### src/rtl/key_event_if.sv
// key_event_if: bundle between the debounced key source and the event decoder.
//   en            1-cycle timing tick shared with the debouncer
//   key           debounced key level, 1 = held
//   press_pulse   1 clk on key 0->1
//   short_pulse   1 clk on release before the long threshold
//   long_pulse    1 clk when the hold reaches the long threshold
//   repeat_pulse  1 clk every repeat interval while long-held
//   held_long     level, 1 while long-held
// master drives en/key and observes events; slave is the decoder.
interface key_event_if;
  logic en;
  logic key;
  logic press_pulse;
  logic short_pulse;
  logic long_pulse;
  logic repeat_pulse;
  logic held_long;

  modport master (
    output en, key,
    input  press_pulse, short_pulse, long_pulse, repeat_pulse, held_long
  );

  modport slave (
    input  en, key,
    output press_pulse, short_pulse, long_pulse, repeat_pulse, held_long
  );
endinterface

### src/rtl/key_event_decoder.sv
// key_event_decoder: turns a debounced key level into single-cycle events
// (press, short release, long press, auto-repeat) for the player control FSM.
// Hold timing counts en ticks while the key is held.
// Ports:
//   i_clk    system clock
//   i_reset  asynchronous, active-low reset
//   bus      key_event_if.slave (en, key in; pulses and held_long out)
// All outputs are registered; each pulse appears 1 clk after the edge that
// sampled its cause.
module key_event_decoder #(
  parameter int CNT_WIDTH    = 10,
  parameter int LONG_TICKS   = 762,
  parameter int REPEAT_TICKS = 153,
  parameter bit REPEAT_EN    = 1'b1
) (
  input  logic        i_clk,
  input  logic        i_reset,
  key_event_if.slave  bus
);

  typedef enum logic [1:0] {
    S_IDLE    = 2'd0,
    S_PRESSED = 2'd1,
    S_LONG    = 2'd2
  } state_t;

  localparam logic [CNT_WIDTH-1:0] LONG_LAST   = CNT_WIDTH'(LONG_TICKS - 1);
  localparam logic [CNT_WIDTH-1:0] REPEAT_LAST = CNT_WIDTH'(REPEAT_TICKS - 1);

  state_t               r_state;
  logic [CNT_WIDTH-1:0] r_cnt;
  logic                 r_press;
  logic                 r_short;
  logic                 r_long;
  logic                 r_repeat;
  logic                 r_held_long;

  always_ff @(posedge i_clk or negedge i_reset) begin
    if (!i_reset) begin
      r_state     <= S_IDLE;
      r_cnt       <= '0;
      r_press     <= 1'b0;
      r_short     <= 1'b0;
      r_long      <= 1'b0;
      r_repeat    <= 1'b0;
      r_held_long <= 1'b0;
    end else begin
      // Pulses default low so each event lasts exactly one clock.
      r_press  <= 1'b0;
      r_short  <= 1'b0;
      r_long   <= 1'b0;
      r_repeat <= 1'b0;
      case (r_state)
        S_IDLE: begin
          r_held_long <= 1'b0;
          // en in the rising cycle is deliberately not counted.
          if (bus.key) begin
            r_state <= S_PRESSED;
            r_cnt   <= '0;
            r_press <= 1'b1;
          end
        end
        S_PRESSED: begin
          r_held_long <= 1'b0;
          // Release is checked first so a coincident en cannot raise long.
          if (!bus.key) begin
            r_state <= S_IDLE;
            r_cnt   <= '0;
            r_short <= 1'b1;
          end else if (bus.en) begin
            if (r_cnt == LONG_LAST) begin
              r_state     <= S_LONG;
              r_cnt       <= '0;
              r_long      <= 1'b1;
              r_held_long <= 1'b1;
            end else begin
              r_cnt <= r_cnt + CNT_WIDTH'(1);
            end
          end
        end
        S_LONG: begin
          if (!bus.key) begin
            // Long press was already reported; release is silent.
            r_state     <= S_IDLE;
            r_cnt       <= '0;
            r_held_long <= 1'b0;
          end else begin
            r_held_long <= 1'b1;
            if (bus.en) begin
              if (r_cnt == REPEAT_LAST) begin
                r_cnt    <= '0;
                r_repeat <= REPEAT_EN;
              end else begin
                r_cnt <= r_cnt + CNT_WIDTH'(1);
              end
            end
          end
        end
        default: begin
          // Illegal encoding recovers to IDLE with everything quiet.
          r_state     <= S_IDLE;
          r_cnt       <= '0;
          r_held_long <= 1'b0;
        end
      endcase
    end
  end

  assign bus.press_pulse  = r_press;
  assign bus.short_pulse  = r_short;
  assign bus.long_pulse   = r_long;
  assign bus.repeat_pulse = r_repeat;
  assign bus.held_long    = r_held_long;

endmodule

### src/flat_wrapper.sv
// flat-port wrapper written by rule: the top's interface ports become plain ports
module key_event_decoder_flat 
#(
  parameter int CNT_WIDTH    = 10,
  parameter int LONG_TICKS   = 762,
  parameter int REPEAT_TICKS = 153,
  parameter bit REPEAT_EN    = 1'b1
)
  (i_clk, i_reset, bus_en, bus_key, bus_press_pulse, bus_short_pulse, bus_long_pulse, bus_repeat_pulse, bus_held_long);
  key_event_if bus_i ();
  input  logic i_clk;
  input  logic i_reset;
  input wire logic [$bits(bus_i.en)-1:0] bus_en;
  input wire logic [$bits(bus_i.key)-1:0] bus_key;
  output wire logic [$bits(bus_i.press_pulse)-1:0] bus_press_pulse;
  output wire logic [$bits(bus_i.short_pulse)-1:0] bus_short_pulse;
  output wire logic [$bits(bus_i.long_pulse)-1:0] bus_long_pulse;
  output wire logic [$bits(bus_i.repeat_pulse)-1:0] bus_repeat_pulse;
  output wire logic [$bits(bus_i.held_long)-1:0] bus_held_long;
  assign bus_i.en = bus_en;
  assign bus_i.key = bus_key;
  assign bus_press_pulse = bus_i.press_pulse;
  assign bus_short_pulse = bus_i.short_pulse;
  assign bus_long_pulse = bus_i.long_pulse;
  assign bus_repeat_pulse = bus_i.repeat_pulse;
  assign bus_held_long = bus_i.held_long;
  key_event_decoder #(.CNT_WIDTH(CNT_WIDTH), .LONG_TICKS(LONG_TICKS), .REPEAT_TICKS(REPEAT_TICKS), .REPEAT_EN(REPEAT_EN)) u_core (.i_clk(i_clk), .i_reset(i_reset), .bus(bus_i));
endmodule
### config.mk
export PLATFORM = sky130hd
export DESIGN_NAME = key_event_decoder_flat
export DESIGN_NICKNAME = d
export VERILOG_FILES = /design/src/rtl/key_event_if.sv /design/src/rtl/key_event_decoder.sv /design/src/flat_wrapper.sv
export SDC_FILE = /design/constraint.sdc
export NUM_CORES = 1
export LEC_CHECK = 0
export BUFFER_PORTS_ARGS = -buffer_cell sky130_fd_sc_hd__buf_2
export CORE_MARGIN = 2
export CORE_UTILIZATION = 60
export DETAILED_ROUTE_END_ITERATION = 7
export HOLD_SLACK_MARGIN = 0.02
export MAX_ROUTING_LAYER = met4
export PLACE_DENSITY = 0.8
export SETUP_SLACK_MARGIN = 0.2
export SLEW_MARGIN = 20
export SYNTH_ARGS = -nofsm -noshare
export SYNTH_HDL_FRONTEND = slang
export SYNTH_SLANG_ARGS = --single-unit
### constraint.sdc
create_clock -name i_clk -period 3.6 [get_ports i_clk]
set_input_delay 0.36 -clock i_clk [delete_from_list [all_inputs] [get_ports i_clk]]
set_output_delay 0.36 -clock i_clk [all_outputs]
set_load 0.01 [all_outputs]
==> results of run 1 <==
[routing by layer]
layer  share of wire, %  wire, um  vias up
met2                 50      1060       26
met4                1.3        27        0
met3                3.6        75        5
li1                   -         -      415
met1                 45       937      405
met5                  0         0        -
[worst min-delay path, stage by stage]
cell and delay [ns]:
buf_2 0.13, nand2_1 0.05, nor2_1 0.03
[stage by stage]
stage / std cells / instance area [um2]
floorplan: 106 / 1060
global placement: 129 / 1100
detailed placement: 129 / 1100
CTS: 134 / 1140
global route: 134 / 1140
finish: 134 / 1140
[placed cells by master, fill, tap and decap left out, types with 5 or more instances in the layout]
| cell type | synthesis | final |
|---|---|---|
| dfrtp_1 | 17 | 17 |
| nand2_1 | 15 | 15 |
| buf_2 | 1 | 8 |
| inv_1 | 7 | 7 |
| nand3_1 | 7 | 7 |
| ha_1 | 6 | 6 |
| a21oi_1 | 5 | 5 |
| o21ai_0 | 5 | 5 |
[cell usage after synthesis (2+ instances only)]
cell type  number  area, um2
and2_1          2       12.5
nand3_1         7       35.0
inv_1           7       26.3
dfrtp_1        17        425
ha_1            6       75.1
nor2_1          4       15.0
a21oi_1         5       25.0
o211ai_1        4       30.0
o21ai_0         5       25.0
and4_1          2       17.5
o311ai_1        4       35.0
o2111ai_1       2       17.5
nor2b_1         3       18.8
nor3_1          2       10.0
nand2_1        15       56.3
[where the power goes]
group | internal (mW) | switching (mW) | leakage [nW] | total (mW)
Clock | 0.0432 | 0.0622 | 0.0150 | 0.105
Sequential | 0.208 | 0.0141 | 0.233 | 0.222
Combinational | 0.0671 | 0.108 | 0.214 | 0.175
Total | 0.319 | 0.184 | 0.462 | 0.502
[state kept, by name, indices dropped and copies added (netlist names)]
register                 count
u_core.r_cnt                10
u_core.bus.held_long         1
u_core.r_state               2
u_core.bus.short_pulse       1
u_core.bus.long_pulse        1
u_core.bus.repeat_pulse      1
u_core.bus.press_pulse       1
[what timing repair did]
| item | in CTS | in global routing |
|---|---|---|
| gates resized for setup | 0 | 0 |
| hold buffers | 1 | 0 |
| hold endpoints to repair | 17 | 0 |
[how the worst max path moves through the flow]
| stage | endpoint | slack [ns] | cells after the start |
|---|---|---|---|
| 4_1_cts | u_core.r_cnt[8] | 1.61 | 6 |
| 6_report | u_core.r_cnt[8] | 1.63 | 6 |
| 5_1_grt | u_core.r_cnt[6] | 1.46 | 6 |
| 2_1_floorplan | u_core.r_cnt[7] | 1.79 | 7 |
| 3_3_place_gp | u_core.r_cnt[7] | 1.70 | 6 |
| 3_5_place_dp | u_core.r_cnt[6] | 1.63 | 6 |
[cell type report]
type	count	area share [%]
inverter	7	2.30
timing repair buffer	9	4.39
clock buffer	4	2.30
multi-input combinational	80	51.9
sequential	17	37.3
tap	17	1.86
[cells by family (layout without fill, tap and decap cells)]
kind of cell / after synthesis / after routing / synth area share (%)
muxes: 2 / 2 / 2.01
adders and majority gates: 6 / 6 / 7.08
AOI/OAI and AO/OA: 30 / 30 / 23.7
DFF: 17 / 17 / 40.1
buffers and inverters: 9 / 20 / 4.01
and+or+nand+nor: 42 / 42 / 23.0
==> summary.txt, run 1 <==
Run
  • MaxCap Viol Count: 0

STA
  • Peak Freq: ~0.5 GHz
  • Final WS setup: 1.63 ns
  • Hold Vio Cnt, Final: 0
  • Setup TNS: 0 ns
  • Slew margin rel.: approximately three fifths
  • Slew @ Worst Pin: 0.614 ns
  • RSZ-0062 raised after global routing: no
  • Final Max Tran Viols: 0
  • Hold WS: 0.303 ns
  • Endpoints failing setup: 0
  • Crit path time final: 1.97 ns
  • Final worst-path cycle share: 54.8%
  • Clock Skew: 0.00366 ns

Detailed routing
  • Final WL: about 2100 um
  • Drt pass-1 iters: 4
  • Vias per cell: ~6.4
  • Post-route ant nets: 0
  • Via count: 851
  • DRC viols: 0
  • Initial DRC Count: 20
  • Routed wire per std cell: 15.7 um

Die
  • Rows: 15
  • Die X: 46.0 um
  • Top Ports: 9
  • Die area: 2120 um2
  • Die Ht: roughly 46 um
  • Core box area: 1690 um2
  • Initial Util: a little over three fifths

GRT
  • GRT Residual Overflow: 0
  • Initial antenna violation count: 0
  • Pin count of the biggest net entering global routing: 18
  • Met1 Usage GRT: 30.0%
  • GR Util met3: 3.57%
  • Vias in the first global route: 788
  • All-layer global routing usage: 24.3%
  • Global Route met2 Usage: 39.4%
  • Busiest grt layer: met2
  • First-pass GRT wire length: between 3000 and 4000 um

Worst hold path
  • Hold Crit Depth: 3
  • Hold Path Class: in -> reg
  • Hold Startpoint: bus_en
  • WHS Endpoint: u_core.bus.long_pulse

Finish
  • Layout fillers: 142
  • Area grow syn2layout: 7.67%
  • Area of the multi-input gates: 592 um2
  • Final Core Density: between 60% and 70%
  • Antenna cells: 0
  • Share of cells above drive strength 1: 19.7%
  • FF+latch area: around 430 um2
  • Final net count: 128

Synth
  • Mean Syn Cell Area: approximately 10 um2
  • Netlist cell types: 36
  • Post-synth EDFFs: 0
  • Yosys warns: 0
  • Asr flop ratio synth: 100%
  • Register bit total from synthesis: 17
  • Synthesized net count: between 100 and 150
  • Netlist Area Pre-Place: 1060 um2
  • Post-synthesis cell count: 106
  • Post-synthesis sequential area ratio: 40.1%
  • Synth Flop Type: dfrtp_1

Setup path
  • RR Startpoint: u_core.r_state[1]
  • Crit path from: u_core.r_state[1]
  • CP peak stage delay: 0.51 ns
  • Critical path class: reg -> reg
  • R2R Setup Slk: 1.63 ns
  • RR Endpoint: u_core.r_cnt[8]
  • Worst Path Arrival: between 2 and 2.5 ns
  • Endpoint class of the critical path: flip-flop
  • Slowest-stage cell, CP: a21oi_1
  • Crit path max-delay family: compound AO/OA/AOI/OAI gates
  • Worst Reg-to-Reg Cells: 6
  • Crit path max fanout: 7
  • Critical path buffers and inverters: 1
  • Worst Path Required: roughly 3.8 ns
  • CP Launch Type: flip-flop
  • Critical path, cell by cell: inv_1, ha_1, o21ba_4, a21oi_1, o21ai_2, o311ai_1

Clock tree
  • CTS root buf: clkbuf_4
  • Clock Path Buffers: 2
  • Clk sinks: 17
  • Num CTS Buffers: 3
  • Clock insertion delay at the later pin of the skew report: 0.29 ns
  • H-tree Lvls: 1
  • Postcts setup bufs: 0
  • Clk slew on worst S/H paths: 0.10 ns
  • CTS tree: built

Power
  • Max VDD drop: about 0.23 mV
  • Pleak: 0.462 nW
  • Tot Pwr: roughly 0.50 mW
  • P per Cell Area: 440 nW/um2

Place
  • Detail Placement HPWL: 1570 um
  • Setup WS pre-CTS: 1.63 ns
  • PortBufs: 8
  • Placer congestion estimate: around 0.9

Status
  • Status: complete, no violations
Power figures use the tool's default switching activity.
==> run 2: changes to the inputs <==
- CORE_UTILIZATION: 60 -> 52
- PLACE_DENSITY: 0.8 -> 0.74
- clock period: 3.6 -> 1.61 ns (I/O delays scaled with it)
==> run 2 against run 1 <==
Compared with the run above:
- the run now ends with negative setup slack left
- worst hold slack worse by 0.17 ns
- flip-flop and latch count unchanged
- clock skew rose by 0.0061 ns
- worst setup slack worse by 1.9 ns
- non-clock buffer count grew 31
- maximum frequency rose by 7.4%
- global-route usage grew 0.15 points
- final cell count is 31% higher
- sequential power rose by 130%
- power grew to 3.0 times the previous value
- critical endpoint is now u_core.r_cnt[7]
- highest routed layer unchanged
==> summary.txt, run 2 (synthesis gave the netlist of run 1 again) <==
Detailed routing
  • Drt pass-1 iters: 4
  • Vias per cell: 5.94
  • Routed wire per std cell: 17.4 um
  • Final WL: 3050 um
  • DRC viols: 0
  • Via count: 1040
  • Initial DRC Count: 51
  • Post-route ant nets: 0

Setup path
  • Critical path, cell by cell: inv_2, ha_4, o21ba_4, a21o_1, or4_4, o211ai_2
  • CP peak stage delay: roughly 0.48 ns
  • Critical path class: reg -> reg
  • Endpoint class of the critical path: flip-flop
  • Worst Path Required: between 1.5 and 2 ns
  • Crit path max fanout: 4
  • Worst Path Arrival: between 2 and 2.5 ns
  • CP Launch Type: flip-flop
  • Slowest-stage cell, CP: or4_4

STA
  • Peak Freq: 0.544 GHz
  • Final WS setup: -0.228 ns
  • Final Max Tran Viols: 0
  • Slew @ Worst Pin: 0.401 ns
  • Slew margin rel.: 73.3%
  • Crit path time final: 1.84 ns
  • Clock Skew: 0.00974 ns
  • Endpoints failing setup: 12
  • Final worst-path cycle share: 114%
  • RSZ-0062 raised after global routing: yes
  • Hold WS: about 0.13 ns
  • Hold Vio Cnt, Final: 0
  • Setup TNS: -1.92 ns

GRT
  • All-layer global routing usage: 24.5%
  • Initial antenna violation count: 0
  • Pin count of the biggest net entering global routing: 18
  • Vias in the first global route: 1051
  • First-pass GRT wire length: 4440 um
  • GRT Residual Overflow: 0

Clock tree
  • Clk slew on worst S/H paths: 0.11 ns
  • H-tree Lvls: 1
  • Clock insertion delay at the later pin of the skew report: just under 0.3 ns
  • CTS root buf: clkbuf_4
  • CTS tree: built
  • Clk sinks: 17
  • Clock Path Buffers: 2
  • Num CTS Buffers: 3

Finish
  • Fin area: about 1500 um2
  • Biggest register: u_core.r_cnt
  • Most frequent cells in the layout: buf_4, dfrtp_1, nand2_1, buf_2, nand3_1
  • Antenna cells: 0
  • Commonest non-fill, non-tap cell in the layout: buf_4
  • Final net count: 159
  • Max FFs per register: 10
  • Share of cells above drive strength 1: approximately 53%
  • Biggest regs: u_core.r_cnt: 10 flops, u_core.r_state: 2 flops
  • Layout fillers: 134
  • Area grow syn2layout: 44.3%

Place
  • PortBufs: 8
  • Detail Placement HPWL: between 1500 and 2000 um
  • Placed Instance Area: 1340 um2
  • Placer congestion estimate: 0.900

Power
  • P per Cell Area: just under 1000 nW/um2
  • Pleak: 0.647 nW
  • Max VDD drop: 0.766 mV

Die
  • Initial Util: 54.6%
  • Die area: between 2000 and 2500 um2
  • Core box area: 1940 um2
  • Die Ht: 49.1 um
  • Rows: 16
  • Die X: 49.1 um
  • Top Ports: 9

Worst hold path
  • Hold Path Class: in -> reg

Status
  • Failing checks: negative setup slack
  • Status: finished, violations left

Run
  • MaxCap Viol Count: 0
[run 2: cell count changes in the layout (fill, tap and decap cells not counted), moves of 2 or more]
cell       delta
buf_4        +28
ha_4          +3
o2111ai_2     +2
buf_6         +3
o21ai_0       -4
o21ai_1       +2
o311ai_2      +4
inv_2         +3
o2111ai_1     -2
ha_1          -4
inv_1         -3
o311ai_1      -4
[run 2: layer usage]
layer	GRT usage, %	up-vias	wire, um
met5	-	-	0
met4	12.4	0	119
met3	3.07	14	127
met2	40.8	37	1590
met1	29.1	509	1220
li1	-	480	-
[run 2: final cells by class]
class	count	area (um2)	share of cell area [%]
Multi-Input combinational cell	80	721	47.1
Sequential cell	17	427	27.9
Timing Repair Buffer	40	294	19.2
Tap cell	27	33.8	2.21
Inverter	7	26.3	1.72
Clock buffer	3	22.5	1.47
Clock inverter	1	5.00	0.327
[run 2: through the flow]
step                      utilization [%]  std cells  setup WS [ns]  power (mW)
after global placement               68.8        167         -0.126        1.06
after CTS                            71.6        173         -0.185        1.32
after global routing                 78.7        175         -0.306        1.57
final                                78.7        175         -0.228        1.49
after floorplan                         -        106         -0.171       0.831
after detailed placement             68.8        167         -0.193        1.08
[run 2: final timing paths]
check	start	to	slack, ns	cells past startpoint
max reg2reg	u_core.r_state[1]	u_core.r_cnt[7]	-0.23	6
min reg2reg	u_core.r_state[0]	u_core.r_state[0]	0.61	1
max	u_core.r_state[1]	u_core.r_cnt[7]	-0.23	6
max in group asynchronous	i_reset	u_core.r_state[0]	0.98	2
min in group asynchronous	i_reset	u_core.bus.held_long	0.31	2
min	bus_en	u_core.bus.long_pulse	0.13	3
[run 2: where the power goes]
| part | internal, mW | switching (mW) | leakage (nW) | total, mW |
|---|---|---|---|---|
| sequential | 0.468 | 0.0337 | 0.232 | 0.502 |
| clock | 0.0923 | 0.141 | 0.0177 | 0.234 |
| combinational | 0.369 | 0.386 | 0.397 | 0.755 |
[run 2: critical path, delay by kind of cell (launching register included)]
kind,cells,cell delay (ns)
adder cells (fa/ha/maj),1,0.19
flip-flops,1,0.46
buffers and inverters,1,0.10
AND/OR/NAND/NOR,1,0.48
AO/OA/AOI/OAI,3,0.54
[run 2: timing repair]
item,4_1_cts,5_1_grt
pin swaps,2,10
gates resized for setup,3,25
hold endpoints to repair,17,0
setup buffers,1,2
hold buffers,1,0
endpoints found under the setup margin,12,13
==> run 3: changes to the inputs <==
- CORE_UTILIZATION: 52 -> 30
- PLACE_DENSITY: 0.74 -> default
- SETUP_SLACK_MARGIN: 0.2 -> default
==> run 3 against run 2 <==
Compared with the run above:
- the run still ends with negative setup slack left
- clock power about the same
- maximum frequency increased by 2.4%
- combinational power about the same
- via count decreased by 3.5%
- power decreased by 0.61%
- final cell count increased by 13%
- utilization decreased by 33 points
- worst setup slack improved by 0.042 ns
- worst hold slack got worse by 0.015 ns
- final area about the same
- clock skew decreased by 0.0047 ns
- die area increased by 67%
- critical path type unchanged
- largest power group unchanged
- highest routed layer unchanged
==> summary.txt, run 3 (synthesis gave the netlist of run 1 again) <==
Status
  • Status: finished, violations left
  • Failing checks: negative setup slack

Power
  • Switching Power: just over 0.5 mW
  • Sequential share of power: 33.0%
  • Switching share of power: 34.9%
  • P per Cell Area: 970 nW/um2
  • Pleak: roughly 0.66 nW
  • Tot Pwr: between 1 and 1.5 mW
  • Internal Power: 0.964 mW
  • Clock share of power: 16.0%
  • Max VDD drop: approximately 0.39 mV
  • Combinational share of power: 51.0%

STA
  • Final WS setup: -0.185 ns
  • Clock Skew: 0.00506 ns
  • Final worst-path cycle share: 112%
  • Final Max Tran Viols: 0
  • Setup TNS: -1.12 ns
  • Endpoints failing setup: 11
  • Crit path time final: 1.80 ns
  • Hold Vio Cnt, Final: 0
  • Slew margin rel.: 73.3%
  • RSZ-0062 raised after global routing: yes
  • Peak Freq: 0.557 GHz
  • Slew @ Worst Pin: roughly 0.4 ns

GRT
  • First-pass GRT wire length: 4530 um
  • All-layer global routing usage: 14.7%
  • Vias in the first global route: 1004
  • Initial antenna violation count: 0
  • GRT Residual Overflow: 0
  • Pin count of the biggest net entering global routing: 18

Detailed routing
  • Post-route ant nets: 0
  • Vias per cell: 5.10
  • Drt pass-1 iters: 4
  • Via count: 1004
  • Initial DRC Count: 68
  • DRC viols: 0
  • Routed wire per std cell: 13.6 um
  • Final WL: 2680 um

Place
  • PortBufs: 8
  • Detail Placement HPWL: 1960 um
  • Placer congestion estimate: roughly 0.84

Setup path
  • Worst Path Required: 1.84 ns
  • Worst Reg-to-Reg Cells: 6
  • RR Startpoint: u_core.r_state[0]
  • Slowest-stage cell, CP: or4_4
  • Critical path class: reg -> reg
  • Crit path from: u_core.r_state[0]
  • CP peak stage delay: between 0.4 and 0.5 ns
  • Worst Path Arrival: 2.02 ns
  • CP Launch Type: flip-flop
  • Crit path max fanout: 4
  • Critical path, cell by cell: buf_6, ha_4, o21ba_4, a21o_1, or4_4, o211ai_2
  • Endpoint class of the critical path: flip-flop

Die
  • Initial Util: 31.5%
  • Core box area: 3360 um2
  • Die X: 63.4 um
  • Rows: 21
  • Die area: 4020 um2
  • Die Ht: 63.4 um
  • Top Ports: 9

Clock tree
  • Clock Path Buffers: 2
  • H-tree Lvls: 1
  • CTS tree: built
  • Clk slew on worst S/H paths: 0.10 ns
  • Clock insertion delay at the later pin of the skew report: 0.30 ns
  • Clk sinks: 17
  • CTS root buf: clkbuf_4
  • Num CTS Buffers: 3

Run
  • MaxCap Viol Count: 0

Finish
  • Final Core Density: between 40 and 50%
  • Area grow syn2layout: 44.2%
  • Final net count: 162
  • Commonest non-fill, non-tap cell in the layout: buf_4
  • Biggest register: u_core.r_cnt
  • Max FFs per register: 10
  • Biggest regs: u_core.r_cnt: 10 flops, u_core.r_state: 2 flops
  • Most frequent cells in the layout: buf_4, dfrtp_1, nand2_1, buf_2, nand3_1
  • Antenna cells: 0
  • Share of cells above drive strength 1: 47.0%

Worst hold path
  • Hold Startpoint: bus_en
  • Hold Crit Depth: 3
  • Hold Path Class: in -> reg
run 3: worst paths after layout:
kind	slack, ns	end
max in group asynchronous	1.01	u_core.r_cnt[1]
worst max-delay path	-0.19	u_core.r_cnt[7]
min in group asynchronous	0.31	u_core.bus.long_pulse
worst min register to register	0.59	u_core.r_cnt[0]
worst min-delay path	0.12	u_core.bus.long_pulse
worst max register to register	-0.19	u_core.r_cnt[7]
run 3: area by class of cell:
class | instances | area (um2)
well taps | 46 | 57.6
flip-flops and latches | 17 | 425
fillers | 358 | 1840
multi-input cells | 80 | 659
inverters | 7 | 26.3
repair buffers | 43 | 333
clock buffers | 4 | 26.3
run 3: what timing repair did:
action | in CTS | in global routing
hold buffers | 1 | 0
endpoints found under the setup margin | 12 | 12
setup buffers | 2 | 2
hold endpoints to repair | 17 | 0
gates resized for setup | 9 | 12
pin swaps | 0 | 1
run 3: per-layer routing:
layer | wire length, um | up-vias | track usage, %
li1 | - | 487 | -
met1 | 1150 | 503 | 16.5
met2 | 1420 | 12 | 26.4
met3 | 95 | 2 | 3.93
met4 | 12 | 0 | 2.45
met5 | 0 | - | -
run 3: critical path, delay by kind of cell, from the launching register on:
| family | cells | cell delay (ns) |
|---|---|---|
| buffers and inverters | 1 | 0.13 |
| adder cells (fa/ha/maj) | 1 | 0.16 |
| flip-flops | 1 | 0.42 |
| AND/OR/NAND/NOR | 1 | 0.48 |
| AO/OA/AOI/OAI | 3 | 0.53 |
run 3: power groups by stage:
stage / registers [mW] / clock network, mW / logic [mW]
finish: 0.488 / 0.237 / 0.756
global route: 0.494 / 0.272 / 0.821
CTS: 0.490 / 0.249 / 0.709
detailed placement: 0.495 / 0 / 0.642
global placement: 0.493 / 0 / 0.620
floorplan: 0.509 / 0 / 0.319
run 3: per-stage QoR:
stage / setup WS (ns) / hold WS [ns] / instances / instance area, um2
after floorplan: -0.171 / -0.135 / 106 / 1070
after global placement: -0.116 / 0.106 / 188 / 1390
after detailed placement: -0.196 / 0.112 / 188 / 1390
after CTS: -0.193 / 0.102 / 195 / 1470
after global routing: -0.244 / 0.103 / 197 / 1530
final: -0.185 / 0.115 / 197 / 1530
